File: config.mk
export PLATFORM = sky130hd
export DESIGN_NAME = imm_fetch_sequencer
export DESIGN_NICKNAME = d
export VERILOG_FILES = /design/src/rtl/isa_pkg.sv /design/src/rtl/imm_fetch_sequencer.sv
export SDC_FILE = /design/constraint.sdc
export NUM_CORES = 1
export LEC_CHECK = 0
export ABC_AREA = 1
export CAP_MARGIN = 20
export CORE_MARGIN = 5
export CORE_UTILIZATION = 35
export DETAILED_ROUTE_END_ITERATION = 8
export HOLD_SLACK_MARGIN = 0.12
export PLACE_DENSITY = 0.64
export SETUP_SLACK_MARGIN = 0.15
export SYNTH_ARGS = -nofsm -noshare
export SYNTH_HDL_FRONTEND = slang
export SYNTH_SLANG_ARGS = --single-unit
File: constraint.sdc
create_clock -name clk -period 2.6 [get_ports clk]
set_input_delay 0.39 -clock clk [delete_from_list [all_inputs] [get_ports clk]]
set_output_delay 0.39 -clock clk [all_outputs]
set_load 0.1 [all_outputs]
File: src/rtl/isa_pkg.sv
// ---------------------------------------------------------------------------
// isa_pkg
//
// Shared ISA definitions for the fetch/decode boundary.
//   - INSTR_W        : instruction word width
//   - opcode constants (instr[15:11]), including the two-word LDM opcode
//   - seq_state_e    : state encoding for imm_fetch_sequencer
//   - isOpcode()     : helper that tests the opcode field of a word
//
// Optional build macro used by consumers of this package: IMM_TIMEOUT_EN
// ---------------------------------------------------------------------------
package isa_pkg;

  localparam int INSTR_W = 16;
  localparam int OPC_W   = 5;

  // Opcode field values (instr[15:11]).
  localparam logic [OPC_W-1:0] OPC_NOP        = 5'b00000;
  localparam logic [OPC_W-1:0] OPC_ALU        = 5'b00010;
  localparam logic [OPC_W-1:0] OPC_BRANCH     = 5'b10111;
  localparam logic [OPC_W-1:0] LDM_OPCODE_DEF = 5'b11001;

  // S_PASS     : words flow straight through with one cycle of latency
  // S_WAIT_IMM : an LDM opcode word is held, waiting for its immediate
  typedef enum logic {
    S_PASS     = 1'b0,
    S_WAIT_IMM = 1'b1
  } seq_state_e;

  function automatic logic isOpcode(input logic [INSTR_W-1:0] word,
                                    input logic [OPC_W-1:0]   opc);
    return word[INSTR_W-1 -: OPC_W] == opc;
  endfunction

endpackage

File: src/rtl/imm_fetch_sequencer.sv
// ---------------------------------------------------------------------------
// imm_fetch_sequencer
//
// Sits between instruction fetch and decode. Two-word LDM instructions carry
// a 16-bit immediate in the following fetched word; this block joins the
// opcode word and the immediate word into one decode bundle and raises
// ldm_sel so decode steers its immediate mux. Single-word instructions pass
// through with one cycle of latency. All outputs are registered.
//
// Ports:
//   clk          in   rising-edge clock
//   rst_n        in   asynchronous active-low reset
//   instr_in     in   [15:0] word from fetch
//   instr_valid  in   instr_in is valid this cycle
//   in_ready     out  word accepted this cycle (= ~stall_in)
//   stall_in     in   decode cannot take a new bundle; everything holds
//   flush        in   discard everything in flight (beats stall)
//   instr_out    out  [15:0] instruction word to decode
//   imm_out      out  [15:0] immediate to decode (0 for single-word)
//   ldm_sel      out  bundle carries an LDM immediate
//   out_valid    out  bundle valid
//   imm_err      out  one-cycle pulse when a pending immediate times out
//
// Build macro:
//   IMM_TIMEOUT_EN  defined   : S_WAIT_IMM gives up after TIMEOUT_CYCLES idle
//                               (non-stalled) cycles and pulses imm_err
//                   undefined : no counter, imm_err tied low, waits forever
// ---------------------------------------------------------------------------
module imm_fetch_sequencer
  import isa_pkg::*;
#(
  parameter logic [OPC_W-1:0] LDM_OPCODE     = LDM_OPCODE_DEF,
  parameter int               TIMEOUT_CYCLES = 8,
  parameter int               CNT_W          = 4
) (
  input  logic               clk,
  input  logic               rst_n,
  input  logic [INSTR_W-1:0] instr_in,
  input  logic               instr_valid,
  output logic               in_ready,
  input  logic               stall_in,
  input  logic               flush,
  output logic [INSTR_W-1:0] instr_out,
  output logic [INSTR_W-1:0] imm_out,
  output logic               ldm_sel,
  output logic               out_valid,
  output logic               imm_err
);

  // The timeout counter must be able to hold TIMEOUT_CYCLES-1 without wrap.
  if ((2 ** CNT_W) <= TIMEOUT_CYCLES) begin : gCntWidthCheck
    $error("imm_fetch_sequencer: CNT_W too small for TIMEOUT_CYCLES");
  end

  seq_state_e         state_q, state_d;
  logic [INSTR_W-1:0] heldWord_q, heldWord_d;
  logic [INSTR_W-1:0] instrOut_q, instrOut_d;
  logic [INSTR_W-1:0] immOut_q, immOut_d;
  logic               ldmSel_q, ldmSel_d;
  logic               outValid_q, outValid_d;
  logic               accept;

`ifdef IMM_TIMEOUT_EN
  localparam logic [CNT_W-1:0] TimeoutLast = CNT_W'(TIMEOUT_CYCLES - 1);

  logic [CNT_W-1:0]   cnt_q, cnt_d;
  logic               immErr_q, immErr_d;
`endif

  assign in_ready = ~stall_in;
  assign accept   = instr_valid & in_ready;

  // Next-state logic. Priority is flush, then stall, then accept. A stall
  // freezes every register except imm_err, which is a strict one-cycle pulse.
  always_comb begin
    state_d    = state_q;
    heldWord_d = heldWord_q;
    instrOut_d = instrOut_q;
    immOut_d   = immOut_q;
    ldmSel_d   = ldmSel_q;
    outValid_d = outValid_q;
`ifdef IMM_TIMEOUT_EN
    cnt_d      = cnt_q;
    immErr_d   = 1'b0;
`endif

    if (flush) begin
      state_d    = S_PASS;
      heldWord_d = '0;
      outValid_d = 1'b0;
      ldmSel_d   = 1'b0;
`ifdef IMM_TIMEOUT_EN
      cnt_d      = '0;
`endif
    end else if (!stall_in) begin
      outValid_d = 1'b0;
      ldmSel_d   = 1'b0;
      unique case (state_q)
        S_PASS: begin
          if (accept) begin
            if (isOpcode(instr_in, LDM_OPCODE)) begin
              // Opcode half of an LDM: park it and emit a bubble.
              heldWord_d = instr_in;
              state_d    = S_WAIT_IMM;
`ifdef IMM_TIMEOUT_EN
              cnt_d      = '0;
`endif
            end else begin
              instrOut_d = instr_in;
              immOut_d   = '0;
              outValid_d = 1'b1;
            end
          end
        end
        S_WAIT_IMM: begin
          if (accept) begin
            // The word here is data, never decoded, even if it looks like LDM.
            instrOut_d = heldWord_q;
            immOut_d   = instr_in;
            ldmSel_d   = 1'b1;
            outValid_d = 1'b1;
            heldWord_d = '0;
            state_d    = S_PASS;
          end else begin
`ifdef IMM_TIMEOUT_EN
            if (cnt_q == TimeoutLast) begin
              immErr_d   = 1'b1;
              heldWord_d = '0;
              cnt_d      = '0;
              state_d    = S_PASS;
            end else begin
              cnt_d = cnt_q + 1'b1;
            end
`endif
          end
        end
        default: state_d = S_PASS;
      endcase
    end
  end

  // State and output registers.
  always_ff @(posedge clk or negedge rst_n) begin
    if (!rst_n) begin
      state_q    <= S_PASS;
      heldWord_q <= '0;
      instrOut_q <= '0;
      immOut_q   <= '0;
      ldmSel_q   <= 1'b0;
      outValid_q <= 1'b0;
    end else begin
      state_q    <= state_d;
      heldWord_q <= heldWord_d;
      instrOut_q <= instrOut_d;
      immOut_q   <= immOut_d;
      ldmSel_q   <= ldmSel_d;
      outValid_q <= outValid_d;
    end
  end

`ifdef IMM_TIMEOUT_EN
  // Immediate-wait timeout counter and error pulse.
  always_ff @(posedge clk or negedge rst_n) begin
    if (!rst_n) begin
      cnt_q    <= '0;
      immErr_q <= 1'b0;
    end else begin
      cnt_q    <= cnt_d;
      immErr_q <= immErr_d;
    end
  end

  assign imm_err = immErr_q;
`else
  assign imm_err = 1'b0;
`endif

  assign instr_out = instrOut_q;
  assign imm_out   = immOut_q;
  assign ldm_sel   = ldmSel_q;
  assign out_valid = outValid_q;

endmodule

== Yosys cells after proc, flatten, opt, wreduce, memory -nomap -nowiden ==
Index checks and enable logic that the tools add are counted.

* Bits in latches: 0
* Logic and storage cells: 49
* Output and inout bits: 36
* ROM bits: 0
* Bits of input ports: 21
* Memories: 0
* Memory bits (writable): 0
* Flip-flop bits (word level): 51

* Add/subtract/negate cells: 0
* Reduce and logical (&&, ||, !) cells: 2
* Multipliers: 0
* Mux-type cells: 29
* Shift-type cells: 0
* Bitwise logic cells: 4
* Order comparisons: 0
* Equal/unequal tests: 8
* Div/mod/pow operators: 0

{| class="wikitable"
|+ Operators by type and width
! cell !! count
|-
| $mux W16 || 11
|-
| $pmux W16 S2 || 3
|-
| $mux W1 || 13
|-
| $ne A3 B3 Y1 const B || 2
|-
| $eq A5 B5 Y1 const B || 1
|-
| $reduce_and A5 Y1 || 1
|-
| $ne A2 B1 Y1 const B || 2
|-
| $ne A2 B2 Y1 const B || 2
|-
| $pmux W1 S2 || 2
|-
| $reduce_and A4 Y1 || 1
|-
| $ne A3 B2 Y1 const B || 1
|-
| $not A1 Y1 || 3
|-
| $and A1 B1 Y1 || 1
|}

== Logic depth before layout (Yosys ltp) ==
Gate-level depths: netlist of run 1.

* Word-level depth: 6
* Depth in mapped cells: 9
* Mapped depth without buffers: 8

== Worst setup path before layout of run 1 ==
OpenSTA, ideal clock, no wires.

* Path type: input port to flip-flop
* From: input port stall_in
* To: register heldWord_q[10]
* Required time: 2.485 ns
* Slack: 1.027 ns
* Arrival: 1.458 ns
* Stages: 9
* Buffers on the path: 1
* Setup time: 0.115 ns
* Cell sequence: inv_2 nand2_4 nor2_4 nand2_4 nand3_4 nand2_4 buf_12 nand2_2 nand2_2

* Longest elaborated chain between the ends: 4
* Elaborated cells between the ends (all ways): 6
* Those cells by class: 3 x eq/ne; 2 x bitwise; 1 x reduce/logical

{| class="wikitable"
|+ Ends and longest elaborated chain
! what !! line !! text
|-
| from (decl) || imm_fetch_sequencer.sv:41 || <nowiki>input logic stall_in,</nowiki>
|-
| $not A1 Y1 (no line) || n/a ||
|-
| $and A1 B1 Y1 || imm_fetch_sequencer.sv:71 || <nowiki>assign accept = instr_valid & in_ready;</nowiki>
|-
| $ne A3 B3 Y1 (no line) / $ne A3 B2 Y1 (equally long branches) || n/a ||
|-
| $reduce_and A4 Y1 (no line) (*) || n/a ||
|-
| to (signal assigned) || imm_fetch_sequencer.sv:153 || <nowiki>heldWord_q <= heldWord_d;</nowiki>
|-
| to (decl) || imm_fetch_sequencer.sv:56 || <nowiki>logic [INSTR_W-1:0] heldWord_q, heldWord_d;</nowiki>
|}

Mark *: on every way between the ends. The rest lies on a longest branch, timed or not.
A chain may end at the register's enable or synchronous reset.

== Worst setup path after layout of run 1 ==
* From: input port stall_in
* To: output port in_ready

* Longest elaborated chain between the ends: 1

{| class="wikitable"
|+ Ends and longest elaborated chain
! what !! line !! text
|-
| $not A1 Y1 (no line) || n/a ||
|-
| to (decl) || imm_fetch_sequencer.sv:40 || <nowiki>output logic in_ready,</nowiki>
|}

No other way between the ends.

==> out/results.ini, run 1 <==
[setup_path]
cp-start-kind=input pin
required_ps=2210
cpMaxStageDelayCell=clkdlybuf4s50_1
critPathLaunch=stall_in
crit_path_cell_trace=clkdlybuf4s50_1 -> inv_2 -> buf_4
path_max_fanout=3
regToRegStartpoint=state_q
slowest_delay_ps=460
end_kind=output port
r2r-end=instr_out[9]
crit_end=in_ready
crit_arrival_ps=1270
ff2ff_setup_slack_ps=1190
r2r.worst_path.cells=4
critical_path_class=in -> out

[sta]
tightest_slew_ps=564
fin_crit_ps=1660
drv_slew=0
finalSetupViolCount=0
hold_viol=0
finClkSkew_ps=4.84
maxSlewHeadroom_pct=62.4
rsz0062_at_grt=no
max_clock_freq_ghz=0.601
finalSetupTns_ps=0
min_period_over_period_pct=64.0

[final_layout]
final_area_um2=3130
drive_gt1_share_pct=33.0
antenna_cells=0
area_delta_synth_final_pct=22.2
layout_common_cells=nand2_1 (61), dfrtp_1 (50), buf_4 (39), o21ai_2 (28)
fin_nets=353
final_common_cell=nand2_1

[global_routing]
grt_overflow=0
grt_max_degree=65
gr-usage-all-layers_pct=13.3
antenna_found_initial=0
grt_pass1_wl_um=9480
grt_pass1_vias=1951

[outcome]
status=finished, final reports clean

[floorplanning]
dieArea_um2=9130
core-area_um2=7180
initial_utilization_pct=35.7
die_h_um=95.5
fp.dieW_um=95.5
io_pins=57
core.rowCount=31

[logic_synthesis]
synth_warnings=0
synth.cell_area_um2=2560
synth_edf_count=0
synth_cell_types=24
postSynthCellCount=283
seq_area_frac_synth_pct=49.8
ys_ff_latch=51
synthArstFlopShare_pct=100
synth_fp_nets=304
synth_flop_cell=dfrtp_1
avgSynthCellArea_um2=9.05

[place]
gp_congestion=0.776
port-buffer-count=55
placed_cell_area_um2=3040
dp_hpwl_um=3810

[routing]
num_vias=1916
antenna_left=0
via_per_inst=4.44
drtIter0Drc=122
drc=0
wl_um=5500
routedWlPerCell_um=12.7
first_pass_iters=5

[flow_run]
cap_viol_max_count=0

[pwr]
leakage_uw=0.00154
cellPowerDensity_nw_per_um2=643
ir_drop_uv=211

[cts]
path_clk_slew_ps=100
cts_max_level=2
insertion_delay_ps=310
clock-sinks=51
cts_buffers=5
cts_tree=built
cts_setup_buffers=0
cts_root_buffer=clkbuf_8
cts_buffer_depth=2

[hold_path]
hold_path.class=reg -> reg

per-stage QoR:
step,cells,power [µW],setup slack (ps),hold WS [ps],utilization [%]
final,432,2010,936,481,43.6
after global routing,432,2110,846,511,43.6
after CTS,432,2030,939,488,43.6
after detailed placement,423,1580,643,312,42.3
after global placement,423,1570,661,310,42.3
after floorplan,283,1420,1030,94.4,-
how the worst min path moves through the flow:
| stage | startpoint | to | cells past startpoint | slack, ps |
|---|---|---|---|---|
| 6_report | heldWord_q[11] | heldWord_q[11] | 2 | 480 |
| 5_1_grt | heldWord_q[1] | heldWord_q[1] | 2 | 510 |
| 4_1_cts | heldWord_q[11] | heldWord_q[11] | 2 | 490 |
| 3_5_place_dp | rst_n | ldm_sel | 1 | 310 |
| 3_3_place_gp | rst_n | ldm_sel | 1 | 310 |
| 2_1_floorplan | rst_n | heldWord_q[0] | 0 | 90 |
state kept, by name, summed over array words and instances (netlist names):
register / count
ldm_sel: 1
instr_out: 16
state_q: 1
heldWord_q: 16
out_valid: 1
imm_out: 16
critical path: cells and delay by family:
kind	cells	cell delay, ps
buf+inv	3	880
cells by family (layout without fill, tap and decap cells):
kind of cell           Yosys count  after routing  synth area share [%]
flip-flops                      51             51                  49.8
AND/OR/NAND/NOR                139            139                  26.4
other                            1              1                 0.146
buffers and inverters           42             92                  9.62
AO/OA/AOI/OAI                   50             50                  14.0
power breakdown:
group | internal [µW] | switching (µW)
Clock | 185 | 273
Sequential | 860 | 42.0
Combinational | 152 | 500
per-layer routing:
metal	vias up	share of wire, %	wire, µm	global-route usage [%]
met4	0	1.7	96	5.33
li1	1002	-	-	-
met1	874	46	2540	17.2
met3	5	4.1	228	2.92
met2	35	48	2640	21.4
met5	-	0	0	0
synthesized netlist by cell type (2+ instances only):
cell type  number  area, µm²
a21oi_1        16       80.1
buf_2           2       10.0
buf_4           4       30.0
buf_6           7       78.8
clkbuf_1        5       18.8
dfrtp_1        51       1280
inv_1          20       75.1
inv_2           2       7.51
nand2_1        61        229
nand2_2        20        125
nand2_4         4       45.0
nand3_1        16       80.1
nor2_1         19       71.3
nor2_4          2       22.5
nor3_1         14       70.1
o21ai_1         5       25.0
o21ai_2        28        245
repair_timing:
item	CTS	global route
hold buffers	1	0
resized for setup	0	0
endpoints found under the setup margin	0	0
hold endpoints to repair	12	0
cell type report:
type                    count  area, µm²
well taps                  99        124
multi-input cells         190       1040
inverters                  23       88.8
flip-flops and latches     51       1280
clock inverters             3       15.0
fillers                   715       4050
clock buffers               5       68.8
repair buffers             61        518
Power figures use the tool's default switching activity.
==> run 2, diff against run 1 <==
Clock period 2.6 ns to 1.7 ns, I/O delays scaled along.
==> run 2 against run 1 <==
Effect of this change: via count grew 1.8%; sequential power rose by 57%; critical endpoint is now imm_out[6]; critical path depth up 5; wire length down 2.4%; sequential share of layout area fell by 5.9 points.
==> out/results.ini, run 2 (synthesized netlist as in run 1, its figures left out) <==
[outcome]
status=finished, final reports clean

[setup_path]
required_ps=1940  ; -270 ps
end_kind=flip-flop
crit_path_frequent_cell=nand2_1
crit_arrival_ps=1600  ; +330 ps
cp_top_family=buffers and inverters
slowest_delay_ps=520  ; +60 ps
cpMaxStageDelayCell=clkdlybuf4s50_1
crit_path_cell_trace=clkdlybuf4s50_1 -> nand2_1 -> nor2_4 -> nand2_1 -> nand2_4 -> buf_12 -> nand2_1 -> o21ai_2
critical_path_class=in -> reg
cp-start-kind=input pin
r2r-end=imm_out[6]
critical_path_buf_inv_count=2  ; -1
path_max_fanout=39  ; +36
regToRegStartpoint=state_q
ff2ff_setup_slack_ps=430  ; -760 ps
r2r.worst_path.cells=6  ; +2

[cts]
clock-sinks=51  ; unchanged
cts_tree=built
insertion_delay_ps=300  ; about the same
cts_buffer_depth=2  ; unchanged
cts_buffers=5  ; unchanged
cts_max_level=2  ; unchanged
cts_root_buffer=clkbuf_8
path_clk_slew_ps=90  ; about the same

[floorplanning]
dieArea_um2=9130  ; unchanged
initial_utilization_pct=35.7  ; unchanged
core.rowCount=31  ; unchanged
core-area_um2=7180  ; unchanged
die_h_um=95.5  ; unchanged
fp.dieW_um=95.5  ; unchanged
io_pins=57  ; unchanged

[pwr]
ir_drop_uv=379  ; +80%
leakage_uw=0.00169  ; +9.9%
cellPowerDensity_nw_per_um2=934  ; +45%

[place]
place_ws_ps=5.43  ; -638 ps
port-buffer-count=55  ; unchanged
dp_hpwl_um=3850  ; +1.1%
gp_congestion=0.719  ; -7.4%
placed_cell_area_um2=3550  ; +17%

[sta]
hold_viol=0  ; unchanged
fin_crit_ps=1370
finalSetupViolCount=0  ; unchanged
rsz0062_at_grt=no
finalSetupTns_ps=0  ; unchanged
final.setup.worst_slack_ps=333  ; -603 ps
min_period_over_period_pct=80.4
whs_ps=474  ; -6.47 ps
finClkSkew_ps=5.57  ; +0.732 ps
drv_slew=0  ; unchanged
max_clock_freq_ghz=0.732

[global_routing]
antenna_found_initial=0  ; unchanged
grt_max_degree=59  ; -9.2%
grt_overflow=0  ; unchanged
grt_pass1_wl_um=9200  ; -2.9%
gr-usage-all-layers_pct=12.7  ; -0.53 points
grt_pass1_vias=1933  ; -0.92%

[hold_path]
hold_path.class=in -> async

[routing]
routedWlPerCell_um=12.4  ; -2.6%
first_pass_iters=4  ; -1
wl_um=5370  ; -2.4%
drtIter0Drc=101  ; -17%
via_per_inst=4.51  ; +1.6%
antenna_left=0  ; unchanged
num_vias=1951  ; +1.8%
drc=0  ; unchanged

[final_layout]
drive_gt1_share_pct=32.9  ; -0.099 points
layout_common_cells=nand2_1 (61), dfrtp_1 (50), buf_12 (41), o21ai_2 (28)
final_area_um2=3660  ; +17%
fin_nets=355  ; +0.57%
final_common_cell=nand2_1
antenna_cells=0  ; unchanged
area_delta_synth_final_pct=43.1
finish.utilization_pct=51.1  ; +7.4 points

[flow_run]
cap_viol_max_count=0  ; unchanged

run 2: report_power, final:
group	internal, µW	switching [µW]
clock network	432	382
registers	1320	100
logic	426	768
total	2170	1250
run 2: area by class of cell:
class                   instances  area [µm²]
flip-flops and latches         51        1280
fillers                       648        3510
inverters                      23        88.8
well taps                      99         124
clock inverters                 1        30.0
repair buffers                 63        1030
multi-input cells             190        1040
clock buffers                   6        72.6
run 2: how the worst max path moves through the flow:
| stage | start | end | depth (start not counted) | slack [ps] |
|---|---|---|---|---|
| finish | instr_in[11] | imm_out[6] | 8 | 330 |
| global route | instr_in[11] | imm_out[10] | 8 | 190 |
| CTS | instr_in[11] | imm_out[7] | 8 | 320 |
| detailed placement | instr_in[11] | imm_out[7] | 8 | 5 |
| global placement | instr_in[14] | imm_out[14] | 8 | 40 |
| floorplan | stall_in | heldWord_q[10] | 9 | 260 |
run 2: layer usage:
metal,share of wire (%),GRT usage (%),up-vias
met4,1.3,4.03,0
li1,-,-,1005
met2,48,20.6,34
met5,0,0,-
met3,4.7,2.92,6
met1,45,16.9,906
run 2: per-stage QoR:
step	power, µW	std cells
after floorplan	2170	283
after global placement	2640	425
after detailed placement	2640	425
after CTS	3470	433
after global routing	3570	433
final	3420	433
run 2: what timing repair did:
item / CTS / global route
setup buffers: 0 / 0
hold endpoints to repair: 51 / 0
gates resized for setup: 0 / 0
hold buffers: 1 / 0
run 2: tightest hold or removal path: cells and delay by family:
family	cells	cell delay [ps]
buffers and inverters	3	910
==> run 3, diff against run 2 <==
Clock period 1.7 ns to 1.3 ns, I/O delays scaled along.
==> run 3 against run 2 <==
Effect of this change: utilization grew 5.5 points; worst setup slack worse by 290 ps; combinational power grew 40%; clock skew rose by 0.66 ps; sequential cell count unchanged; design area increased by 11%; worst hold slack lost 200 ps; critical path depth decreased by 2; wire length up 20%; die area unchanged; sequential power grew 32%.
==> out/results.ini, run 3 (synthesized netlist as in run 1, its figures left out) <==
[final_layout]
fin_nets=377  ; +6.2%
area_delta_synth_final_pct=58.6
final_common_cell=nand2_1
layout_common_cells=nand2_1 (49), buf_12 (41), dfrtp_2 (35), o21ai_2 (30), nand2_2 (28)
drive_gt1_share_pct=51.3  ; +18 points
antenna_cells=0  ; unchanged
finish.utilization_pct=56.6  ; +5.5 points

[sta]
rsz0062_at_grt=yes
min_period_over_period_pct=96.7
finClkSkew_ps=6.23  ; +0.659 ps
hold_viol=0  ; unchanged
max_clock_freq_ghz=0.795
fin_crit_ps=1260
finalSetupViolCount=0  ; unchanged
whs_ps=274  ; -200 ps
drv_slew=0  ; unchanged

[cts]
cts_root_buffer=clkbuf_8
cts_buffers=5  ; unchanged
cts_buffer_depth=2  ; unchanged
clock-sinks=51  ; unchanged
path_clk_slew_ps=90  ; about the same
cts_max_level=2  ; unchanged
insertion_delay_ps=310  ; about the same
cts_tree=built

[routing]
first_pass_iters=4  ; unchanged
wl_um=6430  ; +20%
routedWlPerCell_um=14.1  ; +14%
drtIter0Drc=158  ; +56%
num_vias=2132  ; +9.3%
via_per_inst=4.68  ; +3.8%
drc=0  ; unchanged
antenna_left=0  ; unchanged

[global_routing]
grt_overflow=0  ; unchanged
grt_max_degree=52  ; -12%
antenna_found_initial=0  ; unchanged
gr-usage-all-layers_pct=13.3  ; +0.54 points
grt_pass1_wl_um=9420  ; +2.3%
grt_pass1_vias=1930  ; -0.16%

[pwr]
leakage_uw=0.00182  ; +7.5%
p_switching_uw=1730  ; +38%
power_frac_comb_pct=34.3  ; -0.6 points
internal_power_uw=3130  ; +44%
switching_share_pct=35.6  ; -0.89 points
ir_drop_uv=460  ; +21%
p_seq_share_pct=38.8  ; -2.6 points
clock_power_share_pct=27.0  ; +3.2 points
cellPowerDensity_nw_per_um2=1200  ; +28%

[outcome]
status=finished, final reports clean

[hold_path]
hold_path.class=in -> reg

[floorplanning]
fp.dieW_um=95.5  ; unchanged
core-area_um2=7180  ; unchanged
dieArea_um2=9130  ; unchanged
io_pins=57  ; unchanged
initial_utilization_pct=35.7  ; unchanged
core.rowCount=31  ; unchanged
die_h_um=95.5  ; unchanged

[setup_path]
crit_arrival_ps=1460  ; -140 ps
required_ps=1500  ; -440 ps
cp-start-kind=flip-flop
slowest_delay_ps=490  ; -30 ps
crit_path_frequent_cell=buf_6
crit_path_cell_trace=nor2_4 -> nand2_4 -> nand2_8 -> buf_6 -> buf_6 -> o21ai_2
cpMaxStageDelayCell=dfrtp_2
cp_top_family=flip-flops
critical_path_buf_inv_count=2  ; unchanged
path_max_fanout=7  ; -82%
end_kind=flip-flop
critical_path_class=reg -> reg

[place]
dp_hpwl_um=4090  ; +6.1%
port-buffer-count=55  ; unchanged
gp_congestion=0.750  ; +4.3%

[flow_run]
cap_viol_max_count=0  ; unchanged

==> run 3: final timing paths <==
path / depth (start not counted) / slack, ps / start / endpoint
worst max-delay path: 6 / 40 / state_q / instr_out[0]
worst min-delay path: 3 / 270 / instr_in[13] / imm_out[13]
worst max register to register: 6 / 40 / state_q / instr_out[0]
worst min register to register: 2 / 490 / heldWord_q[7] / heldWord_q[7]
max in group asynchronous: 3 / 650 / rst_n / imm_out[9]
min in group asynchronous: 3 / 390 / rst_n / imm_out[14]
==> run 3: area by class of cell <==
type,instances,area [µm²]
tap,99,124
fill,603,3110
sequential,51,1320
multi-input combinational,191,1140
clock inverter,2,60.1
timing repair buffer,84,1250
clock buffer,6,72.6
inverter,23,93.8
==> run 3: layer usage <==
layer,vias to the layer above,global-route usage (%),part of all wire (%)
met4,0,4.62,1.4
met5,-,0,0
met3,6,3.08,5.6
met2,57,20.4,50
li1,1050,-,-
met1,1019,18.3,43
==> run 3: metrics by stage <==
step                instances  setup TNS, ps  instance area (µm²)  worst slack [ps]  total power (µW)
floorplan                 283              0                 2620               152              2860
global placement          438         -12020                 3700              -277              3500
finish                    456              0                 4060              42.4              4860
detailed placement        438         -13150                 3700              -296              3510
global route              456              0                 4060              1.66              5020
CTS                       449              0                 3870              97.1              4810
==> run 3: repair_timing <==
| action | in CTS | in global routing |
|---|---|---|
| gates cloned | 0 | 5 |
| pin swaps | 4 | 4 |
| gates resized for setup | 9 | 25 |
| endpoints found under the hold margin | 51 | 0 |
| endpoints found under the setup margin | 50 | 50 |
| hold buffers | 1 | 0 |
| setup buffers | 2 | 2 |
==> run 3: worst reg2reg max path, delay by kind of cell, from the launching register on <==
family                 cells  cell delay (ps)
buffers and inverters      2              200
and+or+nand+nor            3              410
AOI/OAI and AO/OA          1               40
DFF                        1              490
==> run 3: power by group through the flow <==
stage,sequential [µW],combinational (µW),clock (µW)
2_1_floorplan,2500,358,0
3_3_place_gp,1900,1600,0
3_5_place_dp,1900,1610,0
4_1_cts,1870,1620,1320
5_1_grt,1900,1740,1370
6_report,1880,1670,1310
